[src/rtl/obu_writer_if.sv]
// Handshake and bus bundle for obu_writer.
//   start/obu_type/obu_size : OBU request (type and payload length)
//   busy/err                : writer status, err pulses on a rejected request
//   in_byte/in_valid/in_ready : payload byte stream into the writer
//   out_data/out_push/out_full/out_last/out_end_len : packed words to the FIFO
// master drives requests, payload and out_full; slave is the writer.
interface obu_writer_if #(
    parameter int DATA_WIDTH = 32
);
    logic                  start;
    logic [3:0]            obu_type;
    logic [31:0]           obu_size;
    logic                  busy;
    logic                  err;
    logic [7:0]            in_byte;
    logic                  in_valid;
    logic                  in_ready;
    logic [DATA_WIDTH-1:0] out_data;
    logic                  out_push;
    logic                  out_full;
    logic                  out_last;
    logic [4:0]            out_end_len;

    modport master (
        output start, obu_type, obu_size, in_byte, in_valid, out_full,
        input  busy, err, in_ready, out_data, out_push, out_last, out_end_len
    );

    modport slave (
        input  start, obu_type, obu_size, in_byte, in_valid, out_full,
        output busy, err, in_ready, out_data, out_push, out_last, out_end_len
    );
endinterface

[src/rtl/obu_writer.sv]
// OBU writer: emits header byte, leb128 size field and payload as one byte
// stream, packed MSB-first into 32-bit words for a downstream FIFO.
// Ports:
//   clk    : clock, rising edge
//   rst_n  : asynchronous active-low reset
//   io_bus : obu_writer_if.slave (request, status, payload in, word out)
//
// state     | meaning
// ----------+----------------------------------------------------------
// S_IDLE    | waiting for start; bad sizes pulse err
// S_HDR     | append header byte
// S_SIZE    | append leb128 size bytes, least significant group first
// S_PAYLOAD | accept payload bytes through in_valid/in_ready
// S_FLUSH   | turn a partial accumulator into the final word, wait its push
module obu_writer #(
    parameter int DATA_WIDTH = 32
) (
    input logic         clk,
    input logic         rst_n,
    obu_writer_if.slave io_bus
);
    typedef enum logic [2:0] {S_IDLE, S_HDR, S_SIZE, S_PAYLOAD, S_FLUSH} state_t;

    state_t                r_state;
    state_t                w_next;
    logic [3:0]            r_type;
    logic [27:0]           r_size;
    logic [27:0]           r_leb;
    logic [27:0]           r_rem;
    logic [DATA_WIDTH-1:0] r_acc;
    logic [1:0]            r_cnt;
    logic [DATA_WIDTH-1:0] r_held;
    logic                  r_held_vld;
    logic                  r_held_last;
    logic [4:0]            r_held_len;
    logic                  r_err;

    logic       w_push;
    logic       w_slot_free;
    logic       w_bad_size;
    logic       w_leb_more;
    logic       w_start_ok;
    logic       w_app;
    logic [7:0] w_app_byte;
    logic       w_app_final;
    logic       w_flush_load;
    logic       w_in_ready;

    assign w_push      = r_held_vld & ~io_bus.out_full;
    // A byte may complete a new word in the same cycle the held word leaves.
    assign w_slot_free = ~r_held_vld | ~io_bus.out_full;
    assign w_bad_size  = |io_bus.obu_size[31:28];
    assign w_leb_more  = |r_leb[27:7];

    always_ff @(posedge clk or negedge rst_n) begin
        if (!rst_n) r_state <= S_IDLE;
        else        r_state <= w_next;
    end

    always_comb begin
        w_next       = r_state;
        w_start_ok   = 1'b0;
        w_app        = 1'b0;
        w_app_byte   = 8'h00;
        w_app_final  = 1'b0;
        w_flush_load = 1'b0;
        w_in_ready   = 1'b0;
        case (r_state)
            S_IDLE: begin
                if (io_bus.start && !w_bad_size) begin
                    w_start_ok = 1'b1;
                    w_next     = S_HDR;
                end
            end
            S_HDR: begin
                if (w_slot_free) begin
                    w_app      = 1'b1;
                    w_app_byte = {1'b0, r_type, 3'b010};
                    w_next     = S_SIZE;
                end
            end
            S_SIZE: begin
                if (w_slot_free) begin
                    w_app      = 1'b1;
                    w_app_byte = {w_leb_more, r_leb[6:0]};
                    if (!w_leb_more) w_next = (r_size == 28'd0) ? S_FLUSH : S_PAYLOAD;
                end
            end
            S_PAYLOAD: begin
                w_in_ready = w_slot_free;
                if (io_bus.in_valid && w_slot_free) begin
                    w_app      = 1'b1;
                    w_app_byte = io_bus.in_byte;
                    if (r_rem == 28'd1) begin
                        w_app_final = 1'b1;
                        w_next      = S_FLUSH;
                    end
                end
            end
            S_FLUSH: begin
                // A held last word implies an empty accumulator, so load and
                // final push never coincide.
                if (r_cnt != 2'd0 && w_slot_free) w_flush_load = 1'b1;
                if (w_push && r_held_last) w_next = S_IDLE;
            end
            default: w_next = S_IDLE;
        endcase
    end

    always_ff @(posedge clk or negedge rst_n) begin
        if (!rst_n) begin
            r_type      <= '0;
            r_size      <= '0;
            r_leb       <= '0;
            r_rem       <= '0;
            r_acc       <= '0;
            r_cnt       <= '0;
            r_held      <= '0;
            r_held_vld  <= 1'b0;
            r_held_last <= 1'b0;
            r_held_len  <= '0;
            r_err       <= 1'b0;
        end else begin
            r_err <= (r_state == S_IDLE) && io_bus.start && w_bad_size;
            if (w_start_ok) begin
                r_type <= io_bus.obu_type;
                r_size <= io_bus.obu_size[27:0];
                r_leb  <= io_bus.obu_size[27:0];
                r_rem  <= io_bus.obu_size[27:0];
            end
            if (r_state == S_SIZE && w_app)    r_leb <= r_leb >> 7;
            if (r_state == S_PAYLOAD && w_app) r_rem <= r_rem - 28'd1;

            if (w_push) r_held_vld <= 1'b0;

            if (w_app) begin
                r_cnt <= r_cnt + 2'd1;
                case (r_cnt)
                    2'd0: r_acc[31:24] <= w_app_byte;
                    2'd1: r_acc[23:16] <= w_app_byte;
                    2'd2: r_acc[15:8]  <= w_app_byte;
                    default: begin
                        r_held      <= {r_acc[31:8], w_app_byte};
                        r_held_vld  <= 1'b1;
                        r_held_last <= w_app_final;
                        r_held_len  <= 5'd0;
                        r_acc       <= '0;
                    end
                endcase
            end

            if (w_flush_load) begin
                r_held      <= r_acc;
                r_held_vld  <= 1'b1;
                r_held_last <= 1'b1;
                r_held_len  <= {r_cnt, 3'b000};
                r_acc       <= '0;
                r_cnt       <= 2'd0;
            end
        end
    end

    assign io_bus.busy        = (r_state != S_IDLE);
    assign io_bus.err         = r_err;
    assign io_bus.in_ready    = w_in_ready;
    assign io_bus.out_data    = r_held;
    assign io_bus.out_push    = w_push;
    assign io_bus.out_last    = w_push & r_held_last;
    assign io_bus.out_end_len = w_push ? r_held_len : 5'd0;
endmodule

[src/flat_wrapper.sv]
// flat-port wrapper written by rule: the top's interface ports become plain ports
module obu_writer_flat 
#(
    parameter int DATA_WIDTH = 32
)
  (clk, rst_n, io_bus_start, io_bus_obu_type, io_bus_obu_size, io_bus_in_byte, io_bus_in_valid, io_bus_out_full, io_bus_busy, io_bus_err, io_bus_in_ready, io_bus_out_data, io_bus_out_push, io_bus_out_last, io_bus_out_end_len);
  obu_writer_if #(.DATA_WIDTH(DATA_WIDTH)) io_bus_i ();
  input logic clk;
  input logic rst_n;
  input wire logic [$bits(io_bus_i.start)-1:0] io_bus_start;
  input wire logic [$bits(io_bus_i.obu_type)-1:0] io_bus_obu_type;
  input wire logic [$bits(io_bus_i.obu_size)-1:0] io_bus_obu_size;
  input wire logic [$bits(io_bus_i.in_byte)-1:0] io_bus_in_byte;
  input wire logic [$bits(io_bus_i.in_valid)-1:0] io_bus_in_valid;
  input wire logic [$bits(io_bus_i.out_full)-1:0] io_bus_out_full;
  output wire logic [$bits(io_bus_i.busy)-1:0] io_bus_busy;
  output wire logic [$bits(io_bus_i.err)-1:0] io_bus_err;
  output wire logic [$bits(io_bus_i.in_ready)-1:0] io_bus_in_ready;
  output wire logic [$bits(io_bus_i.out_data)-1:0] io_bus_out_data;
  output wire logic [$bits(io_bus_i.out_push)-1:0] io_bus_out_push;
  output wire logic [$bits(io_bus_i.out_last)-1:0] io_bus_out_last;
  output wire logic [$bits(io_bus_i.out_end_len)-1:0] io_bus_out_end_len;
  assign io_bus_i.start = io_bus_start;
  assign io_bus_i.obu_type = io_bus_obu_type;
  assign io_bus_i.obu_size = io_bus_obu_size;
  assign io_bus_i.in_byte = io_bus_in_byte;
  assign io_bus_i.in_valid = io_bus_in_valid;
  assign io_bus_i.out_full = io_bus_out_full;
  assign io_bus_busy = io_bus_i.busy;
  assign io_bus_err = io_bus_i.err;
  assign io_bus_in_ready = io_bus_i.in_ready;
  assign io_bus_out_data = io_bus_i.out_data;
  assign io_bus_out_push = io_bus_i.out_push;
  assign io_bus_out_last = io_bus_i.out_last;
  assign io_bus_out_end_len = io_bus_i.out_end_len;
  obu_writer #(.DATA_WIDTH(DATA_WIDTH)) u_core (.clk(clk), .rst_n(rst_n), .io_bus(io_bus_i));
endmodule
[config.mk]
export PLATFORM = sky130hd
export DESIGN_NAME = obu_writer_flat
export DESIGN_NICKNAME = d
export VERILOG_FILES = /design/src/rtl/obu_writer_if.sv /design/src/rtl/obu_writer.sv /design/src/flat_wrapper.sv
export SDC_FILE = /design/constraint.sdc
export NUM_CORES = 1
export LEC_CHECK = 0
export ABC_CLOCK_PERIOD_IN_PS = 3200
export CORE_MARGIN = 5
export CORE_UTILIZATION = 40
export DETAILED_ROUTE_END_ITERATION = 6
export HOLD_SLACK_MARGIN = 0.05
export REMOVE_ABC_BUFFERS = 1
export SLEW_MARGIN = 20
export SYNTH_ARGS = -nofsm -noshare
export SYNTH_HDL_FRONTEND = slang
export SYNTH_SLANG_ARGS = --single-unit
[constraint.sdc]
create_clock -name clk -period 3.2 [get_ports clk]
set_clock_uncertainty 0.1 [all_clocks]
set_input_delay 0.64 -clock clk [delete_from_list [all_inputs] [get_ports clk]]
set_output_delay 0.64 -clock clk [all_outputs]
set_load 0.05 [all_outputs]
**Yosys cells after proc, flatten, opt, wreduce, memory -nomap -nowiden**

Index checks and enable logic that the tools add are counted.

- Add/subtract/negate cells: 2
- Eq/ne operators: 18
- Muxes and demuxes: 49
- Bitwise operators: 5
- Reductions and logical operators: 29

Operators by type and width:

| cell | number |
|---|---|
| 32-bit two-way mux | 5 |
| 28-bit two-way mux | 3 |
| 8-bit case mux with 2 select lines | 3 |
| 28-bit by 1-bit == test with 1-bit output (second input constant) | 1 |
| 28-bit zero test | 1 |
| 28-bit by 1-bit subtractor with 28-bit output (second input constant) | 1 |
| 3-bit two-way mux | 8 |
| 8-bit two-way mux | 3 |
| 8-bit case mux with 3 select lines | 1 |
| 21-bit OR reduction | 1 |
| 5-bit two-way mux | 4 |
| 2-bit by 1-bit inequality test with 1-bit output (second input constant) | 10 |
| 1-bit two-way mux | 17 |
| 3-bit case mux with 5 select lines | 1 |
| 1-bit logical AND | 8 |
| 2-bit AND reduction | 4 |
| 2-bit nonzero test | 4 |
| 2-bit OR reduction | 4 |
| 7-bit two-way mux | 1 |
| 7-bit AND reduction | 1 |
| 3-bit by 2-bit == test with 1-bit output (second input constant) | 2 |
| 2-bit two-way mux | 2 |
| 4-bit OR reduction | 1 |
| 3-bit by 1-bit == test with 1-bit output (second input constant) | 1 |
| other kinds (14) | 16 |

- Flip-flop bits (word level): 165
- Output and inout port bits: 42
- Word-level logic and storage cells: 118

**Longest topological paths before layout**

- Depth after elaboration: 8
- Mapped depth: 7
- Gate-level depth less buffers: 7

**Worst setup path before layout**

Ideal clock, no wire load.

- Path type: input to output
- From: in io_bus_out_full
- To: out io_bus_out_last
- Arrival: 1950 ps
- Setup slack: 510 ps
- Stages on the path: 2
- Buffers on the path: 0
- Path through: nor2b_1 -> and2_1

- Cells in the longest elaborated chain, start to end: 3

Ends and longest elaborated chain:

| what | RTL line | source |
|---|---|---|
| start: declaration | flat_wrapper.sv:15 | `input wire logic [$bits(io_bus_i.out_full)-1:0] io_bus_out_full;` |
| 1-bit NOT | obu_writer.sv:49 | `assign w_push = r_held_vld & ~io_bus.out_full;` |
| 1-bit AND | obu_writer.sv:49 |  |
| 1-bit AND | obu_writer.sv:168 | `assign io_bus.out_last = w_push & r_held_last;` |
| end: declaration | flat_wrapper.sv:21 | `output wire logic [$bits(io_bus_i.out_last)-1:0] io_bus_out_last;` |

No other way between the ends.

**Worst setup path after layout**

- From: reg u_core.r_state[2]
- To: out io_bus_busy

- Cells in the longest elaborated chain, start to end: 1

Ends and longest elaborated chain:

| what | RTL line | source |
|---|---|---|
| start: declaration | obu_writer.sv:24 | `state_t r_state;` |
| start signal: assignment | obu_writer.sv:57 | `else r_state <= w_next;` |
| 3-bit nonzero test | obu_writer.sv:163 | `assign io_bus.busy = (r_state != S_IDLE);` |
| end: declaration | flat_wrapper.sv:16 | `output wire logic [$bits(io_bus_i.busy)-1:0] io_bus_busy;` |

No other way between the ends.

==> flow_metrics.env <==
export IMPL_crit_slowest_cell="clkdlybuf4s50_1"
export IMPL_h_tree_depth=4
export IMPL_status="finished, final reports clean"
export IMPL_max_cap_violations=0
export IMPL_dpl_hpwl_um=12600
export IMPL_portBuffers=87
export IMPL_worstMarginPinSlew_ns=0.691
export IMPL_cts_buffers=17
export IMPL_grt_max_degree=87
export IMPL_die_y_um=141
export IMPL_area_growth_pct=27.1
export IMPL_grt_use_total_pct=18.2
export IMPL_fmax_mhz=343
export IMPL_slew_headroom_pct=53.8
export IMPL_reg2regPathDepth=5
export IMPL_core_area_mm2=0.0167
export IMPL_p_per_area_mw_per_mm2=923
export IMPL_arrival_ns=2.18
export IMPL_slew_violations=0
export IMPL_yosysTopAreaCell="dfrtp_1"
export IMPL_cp_max_fo=12
export IMPL_hold_viol_final=0
export IMPL_final_cell_mix="154 x dfrtp_1, 140 x nand2_1, 81 x clkdlybuf4s50_1"
export IMPL_ant_nets=0
export IMPL_yosys_most_used_dff="dfrtp_1"
export IMPL_rsz0062_at_grt="no"
export IMPL_cp_num_buf_inv=2
export IMPL_pre_cts_slack_ns=0.188
export IMPL_start_util_pct=41.0
export IMPL_min_to="u_core.r_type[3]$_DFFE_PN0P_"
export IMPL_reg2reg_slack_ns=0.58
export IMPL_clkSlewWorstSetupHoldPaths_ns=0.06
export IMPL_vias=5408
export IMPL_max_stage_delay_ns=0.73
export IMPL_die_area_mm2=0.0198
export IMPL_hp_start="u_core.r_type[3]$_DFFE_PN0P_"
export IMPL_via_per_inst=5.50
export IMPL_layout_commonest_cell="dfrtp_1"
export IMPL_postSynthAreaPerCell_um2=10.4
export IMPL_period_needed_ns=2.92
export IMPL_synth_top_cell_area_share_pct=56.3
export IMPL_clockRootBuffer="clkbuf_16"
export IMPL_clock_sinks=154
export IMPL_period_share_pct=91.2
export IMPL_synth_edf_count=0
export IMPL_tritoncts="built"
export IMPL_first_iter_violations=296
export IMPL_ys_warn_count=0
export IMPL_first_pass_iters=5
export IMPL_overflow=0
export IMPL_clock_path_buffers=2
export IMPL_r2r_start="u_core.r_rem[4]$_DFFE_PN0P_"
export IMPL_drive_above_1_share_pct=12.1
export IMPL_p_leak_uw=0.00418
export IMPL_rr_endpoint="u_core.r_rem[21]$_DFFE_PN0P_"
export IMPL_wl_um=17500
export IMPL_tns_ns=0
export IMPL_ys_async_sr_fraction_pct=100
export IMPL_placed_area_mm2=0.00812
export IMPL_synth_seq_area_share_pct=56.3
export IMPL_clkLatencyLatePin_ns=0.42
export IMPL_cp_cell_sequence="buf_4 -> or3_1 -> clkdlybuf4s50_1"
export IMPL_startpoint_type="register"
export IMPL_worstSetupPathType="register to output pin"
export IMPL_synthCells=657
export IMPL_num_antenna_cells=0
export IMPL_grt_pass1_wl_um=28600
export IMPL_worst_slack_ns=0.283
export IMPL_grt_pass1_vias=5496
export IMPL_critical_path_required_ns=2.46
export IMPL_whs_path_depth=2
export IMPL_critPathTopFamily="buffers and inverters"
export IMPL_end_kind="output pin"
export IMPL_syn_cell_area_mm2=0.00684
export IMPL_die_width_um=141
export IMPL_n_fill_cell=1511
export IMPL_power_uw=8040
export IMPL_synth_seq_cells=154
export IMPL_cts_resized=0
export IMPL_nets=805
export IMPL_vdd_drop_max_mv=0.484
export IMPL_synthDistinctLibCells=57
export IMPL_wl_per_cell_um=17.8
export IMPL_drc=0
export IMPL_design_area_mm2=0.00870
export IMPL_yosys_top_cells_area="dfrtp_1 56%, nand2_1 7.7%, a22o_1 3.6%, mux2_2 3.1%, a21oi_1 2.8%"
export IMPL_antenna_found_initial=0
export IMPL_rows=47
export IMPL_ios=91
export IMPL_hold_class="register to register"
export IMPL_setup_viol=0
export IMPL_routabilityCongestion=0.847
[registers in the layout, indices dropped and copies added (netlist names)]
register,count
u_core.io_bus.out_data,32
u_core.r_leb,28
u_core.r_rem,28
u_core.r_size,28
u_core.r_acc,24
u_core.r_type,4
u_core.r_state,3
u_core.r_cnt,2
u_core.r_held_len,2
u_core.io_bus.err,1
u_core.r_held_last,1
u_core.r_held_vld,1
[area by class of cell]
cell class,count,area [um^2],share of cell area (%)
Inverter,10,37.5,0.431
Clock inverter,14,134,1.54
Timing Repair Buffer,109,1140,13.1
Clock buffer,18,439,5.05
Tap cell,220,275,3.16
Multi-Input combinational cell,458,2820,32.4
Sequential cell,154,3850,44.3
[how the worst max path moves through the flow]
stage,to,cells after the start,startpoint
2_1_floorplan,u_core.r_rem[20]$_DFFE_PN0P_,5,u_core.r_state[2]$_DFFE_PN0P_
3_3_place_gp,u_core.r_rem[19]$_DFFE_PN0P_,7,io_bus_obu_size[29]
3_5_place_dp,u_core.r_rem[19]$_DFFE_PN0P_,7,io_bus_obu_size[29]
4_1_cts,io_bus_busy,3,u_core.r_state[2]$_DFFE_PN0P_
5_1_grt,io_bus_busy,3,u_core.r_state[2]$_DFFE_PN0P_
6_report,io_bus_busy,3,u_core.r_state[2]$_DFFE_PN0P_
[worst reg2reg max path, delay by kind of cell (launching register included)]
kind | cells | cell delay, ns
flip-flops | 1 | 0.40
AND/OR/NAND/NOR | 3 | 1.50
AO/OA/AOI/OAI | 2 | 0.47
[metal layers]
metal	up-vias	share of wire, %	wire (um)	track usage [%]
li1	2556	-	-	-
met1	2685	45	7810	24.0
met2	146	49	8580	29.8
met3	21	4.7	824	4.50
met4	0	1.4	238	5.66
met5	-	0	0	0
[where the power goes]
group / switching [uW] / internal [uW]
clock: 839 / 1110
sequential: 471 / 2560
combinational: 1870 / 1190
[kinds of logic after synthesis]
family / after synthesis / synth area share, %
xor+xnor: 2 / 0.256
fa+ha+maj: 6 / 1.10
flops: 154 / 56.3
buf+inv: 47 / 2.83
other cells: 1 / 0.0548
compound gates: 149 / 15.6
mux: 33 / 5.41
simple gates: 265 / 18.4
[per-stage QoR]
| stage | util, % | std cells | hold WS, ns |
|---|---|---|---|
| after floorplan | - | 622 | 0.244 |
| after global placement | 48.6 | 950 | 0.360 |
| after detailed placement | 48.6 | 950 | 0.366 |
| after CTS | 52.1 | 983 | 0.382 |
| after global routing | 52.1 | 983 | 0.399 |
| final | 52.1 | 983 | 0.377 |
[Yosys cell counts (3+ instances only)]
cell type	instances
a21o_1	20
nor2_1	31
nor4_1	16
dfrtp_1	154
a21oi_1	38
nand4_1	7
o211ai_1	16
o21ai_0	8
nand2_1	140
mux2_2	19
a22oi_1	5
buf_4	3
o311ai_0	10
clkbuf_1	26
and2_1	6
a211oi_1	5
buf_2	5
or3_1	9
inv_1	10
or4_1	11
nor3_1	9
nand3_1	16
mux2_1	13
buf_1	3
ha_1	6
a22o_1	28
[repair_timing]
item | 4_1_cts | 5_1_grt
endpoints found under the setup margin | 0 | 0
hold endpoints to repair | 26 | 0
hold buffers | 1 | 0
buffers inserted | 0 | 0
No activity file was read; power rests on OpenSTA's default activity.
==> variant 1: new RTL, config.mk and constraints unchanged <==
Encoding of `state_t`: now one-hot (5 bits for 5 states).
--- a/src/rtl/obu_writer.sv
+++ b/src/rtl/obu_writer.sv
@@ -19,7 +19,7 @@
     input logic         rst_n,
     obu_writer_if.slave io_bus
 );
-    typedef enum logic [2:0] {S_IDLE, S_HDR, S_SIZE, S_PAYLOAD, S_FLUSH} state_t;
+    typedef enum logic [4:0] {S_IDLE = 5'b00001, S_HDR = 5'b00010, S_SIZE = 5'b00100, S_PAYLOAD = 5'b01000, S_FLUSH = 5'b10000} state_t;
 
     state_t                r_state;
     state_t                w_next;
Check against the original RTL: same outputs for any inputs over 10 cycles, from zero or initial values and one cycle with rst_n low; not proved beyond that.
==> variant 1 against the unedited design <==
- highest routed layer unchanged
- sequential cell count increased by 2
- global-route usage barely moved
- area after synthesis up 4.7%
- worst setup slack lost 97 ps
- final cell count grew 4.8%
- critical path type unchanged
- wire length is 5.5% higher
- design area is 2.4% higher
- non-clock buffer count fell by 9
- via count is 6.2% higher
- sequential share of layout area fell by 0.47 points
- count of clock-buffer cells in the layout unchanged
Power is not compared: it rests on default switching activity, and its combinational part moved more than twofold at a synthesized area within 25%.
==> variant 1: results <==
group,metric,value,unit
yosys,synth_commonest_cells,"nand2_1 (170), dfrtp_1 (155), nor2_1 (53)",
placement,placed_area,8320,um^2
setup_path,r2r-start,"u_core.r_state[2]",
route,m1WireLength,8.15,mm
sta,slew-limit-headroom,0.559,
yosys,netlist_top_cells_area,"dfrtp_1 (54%), nand2_1 (8.9%), mux2_2 (5.2%), nor2_1 (2.8%), a22o_1 (2.4%)",
final_layout,fillCellCount,1641,
setup_path,reg2reg_depth,6,
yosys,async_flop_share,1.00,
outcome,run_status,"completed",
global_routing,grtUsageTotal,0.182,
final_layout,nets,843,
route,routedWlPerCell,17.9,um
global_routing,grt_max_degree,90,
final_layout,drive_above_1_share,0.132,
global_routing,grt_pass1_wl,29.7,mm
final_layout,antenna_cells,0,
route,wl_met3,924,um
yosys,synth_xor_area_frac,0.00245,
global_routing,first_global_vias,5623,
route,drt-vias-per-instance,5.58,
setup_path,cp_max_fo,9,
setup_path,cp.arrival,2270,ps
placement,dp_hpwl,13.2,mm
yosys,synth_compound_area_frac,0.138,
setup_path,r2r_slack,830,ps
yosys,synthAdderAreaFrac,0.0105,
setup_path,crit_path_start,"u_core.r_state[1]",
route,drtIter0Drc,400,
route,wl_met2,9.02,mm
clock_tree,htree_levels,4,
yosys,muxShareOfSynthArea,0.0519,
yosys,ys_seq_area_frac,0.545,
setup_path,worstReg2RegEnd,"u_core.io_bus.out_data[27]",
setup_path,critPathCapture,"io_bus_busy",
hold_path,hold_class,"in2async",
yosys,yosysUniqueCellTypes,66,
placement,gp_congestion,0.859,
sta,fin_crit,3010,ps
-- variant 1: layer usage --
| layer | vias to the layer above | GRT usage |
|---|---|---|
| li1 | 2693 | - |
| met1 | 2861 | 0.244 |
| met2 | 168 | 0.298 |
| met3 | 21 | 0.0366 |
| met4 | 0 | 0.0595 |
| met5 | - | 0 |
-- variant 1: kinds of logic after synthesis --
group / count (synthesis)
xor+xnor: 2
buf+inv: 46
simple gates: 327
compound gates: 133
flops: 156
mux: 33
fa+ha+maj: 6
other cells: 1
-- variant 1: critical path, stage by stage, from the launching register on --
cell	delay, ps
dfrtp_1	490
nor3_1	320
and2_1	270
inv_1	60
clkdlybuf4s50_1	710
-- variant 1: report_power, final --
group / switching (mW) / total, mW / leakage [nW] / internal [mW]
combinational: 0.769 / 1.35 / 1.73 / 0.581
clock: 0.879 / 2.00 / 0.290 / 1.13
sequential: 0.514 / 3.02 / 2.04 / 2.51
total: 2.16 / 6.37 / 4.06 / 4.21
-- variant 1: worst min-delay path by stage --
stage | from | to | slack [ps] | cells past startpoint
floorplan | rst_n | u_core.io_bus.err | 240 | 0
global placement | u_core.r_acc[17] | u_core.r_acc[17] | 360 | 2
detailed placement | u_core.r_size[22] | u_core.r_size[22] | 360 | 2
CTS | rst_n | u_core.io_bus.out_data[31] | 70 | 1
global route | rst_n | u_core.io_bus.out_data[31] | 90 | 1
finish | rst_n | u_core.io_bus.out_data[31] | 50 | 1
-- variant 1: area by class of cell --
| cell class | count | area [um^2] | share of cell area |
|---|---|---|---|
| clock inverter | 14 | 149 | 0.0167 |
| multi-input combinational | 504 | 3030 | 0.340 |
| clock buffer | 18 | 439 | 0.0493 |
| inverter | 9 | 33.8 | 0.00379 |
| timing repair buffer | 100 | 1070 | 0.120 |
| sequential | 156 | 3910 | 0.438 |
| tap | 229 | 287 | 0.0321 |
-- variant 1: metrics by stage --
step	std cells	setup TNS, ps
finish	1030	0
global route	1030	0
CTS	1030	0
detailed placement	998	0
global placement	998	0
floorplan	669	-48770
==> variant 2: new RTL, same flow settings <==
Made on the original files. Reset style: synchronous (`rst_n`), changed in 2 clocked blocks. Comments in the files are not updated.
--- a/src/rtl/obu_writer.sv
+++ b/src/rtl/obu_writer.sv
@@ -52,7 +52,7 @@
     assign w_bad_size  = |io_bus.obu_size[31:28];
     assign w_leb_more  = |r_leb[27:7];
 
-    always_ff @(posedge clk or negedge rst_n) begin
+    always_ff @(posedge clk) begin
         if (!rst_n) r_state <= S_IDLE;
         else        r_state <= w_next;
     end
@@ -107,7 +107,7 @@
         endcase
     end
 
-    always_ff @(posedge clk or negedge rst_n) begin
+    always_ff @(posedge clk) begin
         if (!rst_n) begin
             r_type      <= '0;
             r_size      <= '0;
Behaviour: differs if rst_n is asserted again (counterexample within 4 cycles, from zero or initial values and one cycle with rst_n low); with rst_n held inactive, the same outputs for 10 cycles.
==> variant 2 against the unedited design <==
- count of clock-buffer cells in the layout unchanged
- register-to-register slack got worse by 160 ps
- sequential share of layout area down 6.9 points
- sequential cell count stayed put
- wire length is 7.8% higher
- design area fell by 5.2%
- area after synthesis decreased by 5.5%
- worst setup slack better by 140 ps
Power is not compared: it rests on default switching activity, and its combinational part moved more than twofold at a synthesized area within 25%.
==> variant 2: results <==
group,metric,value,unit
global_routing,first_global_vias,5778,
placement,dp_hpwl,13.8,mm
yosys,synth_area,6470,um^2
global_routing,grt_max_degree,83,
sta,setup_violations,0,
sta,slew-limit-headroom,0.461,
yosys,async_flop_share,0,
global_routing,grtUsageTotal,0.204,
route,drtIter0Drc,540,
setup_path,r2r_slack,420,ps
global_routing,grt_pass1_wl,30.3,mm
sta,hold_ws,347,ps
yosys,synth_commonest_cells,"nand2_1 (171), dfxtp_1 (154), a21oi_1 (85)",
setup_path,cp_max_fo,8,
setup_path,cp.arrival,3000,ps
hold_path,holdCritStartpoint,"u_core.io_bus.out_data[24]",
power_and_ir_drop,ir_drop,0.000425,V
final_layout,antenna_cells,0,
final_layout,nets,921,
sta,fmax,360,MHz
outcome,run_status,"completed",
final_layout,drive_above_1_share,0.0854,
placement,post-place-ws,166,ps
yosys,netlist_top_cells_area,"dfxtp_1 (48%), nand2_1 (9.9%), a21oi_1 (6.6%), nor2_1 (2.9%), a311oi_1 (2.8%)",
placement,gp_congestion,0.876,
route,num_vias,6048,
yosys,yosysUniqueCellTypes,63,
yosys,yosysMostFrequentCell,"nand2_1",
## variant 2: cell types whose count changed after synthesis, moves of 23 or more
cell / change
a21oi_1: +47
a22o_1: -23
dfrtp_1: -154
dfxtp_1: +154
nand2_1: +31
## variant 2: path summary, 6_finish.rpt
kind | to | depth (start not counted)
setup / recovery | u_core.r_rem[12] | 7
hold / removal | u_core.io_bus.out_data[24] | 2
setup reg to reg | u_core.r_rem[12] | 7
hold reg to reg | u_core.io_bus.out_data[24] | 2
## variant 2: layout make-up
cell class              instances  area (um^2)
flip-flops and latches        154         3080
repair buffers                112         1150
fillers                      1538         7640
clock buffers                  18          429
inverters                      10         37.5
clock inverters                13          143
multi-input cells             571         3140
well taps                     216          270
## variant 2: metrics by stage
| step | TNS [ps] | cells |
|---|---|---|
| 3_5_place_dp | 0 | 1063 |
| 3_3_place_gp | 0 | 1063 |
| 6_report | 0 | 1094 |
| 5_1_grt | 0 | 1094 |
| 2_1_floorplan | -109 | 735 |
| 4_1_cts | 0 | 1094 |
## variant 2: cell families after synthesis
kind of cell             share of synthesized area
AND/OR/NAND/NOR                              0.259
AO/OA/AOI/OAI                                0.207
flip-flops                                   0.477
buffers and inverters                       0.0408
adder cells (fa/ha/maj)                     0.0116
multiplexers                               0.00329
other                                     0.000580
XOR/XNOR                                   0.00135
## variant 2: power by group through the flow
stage / Combinational (mW) / Sequential [mW] / Clock, mW
floorplan: 0.887 / 2.26 / 0
global placement: 1.37 / 2.30 / 0
detailed placement: 1.41 / 2.31 / 0
CTS: 1.41 / 2.27 / 1.99
global route: 1.55 / 2.29 / 2.09
finish: 1.41 / 2.27 / 1.96
## variant 2: per-layer routing
layer / wire length [um] / part of all wire / track usage / vias to the layer above
met2: 9290 / 0.49 / 0.345 / 165
met4: 374 / 0.020 / 0.0649 / 0
li1: - / - / - / 2989
met3: 830 / 0.044 / 0.0416 / 31
met5: 0 / 0 / 0 / -
met1: 8320 / 0.44 / 0.262 / 2863
## variant 2: critical path, stage by stage, from the launching register on
cell,delay (ps)
dfxtp_1,350
inv_1,90
ha_1,340
or4b_2,670
nor3_1,380
nand2_1,230
o311a_1,330
o21a_1,180
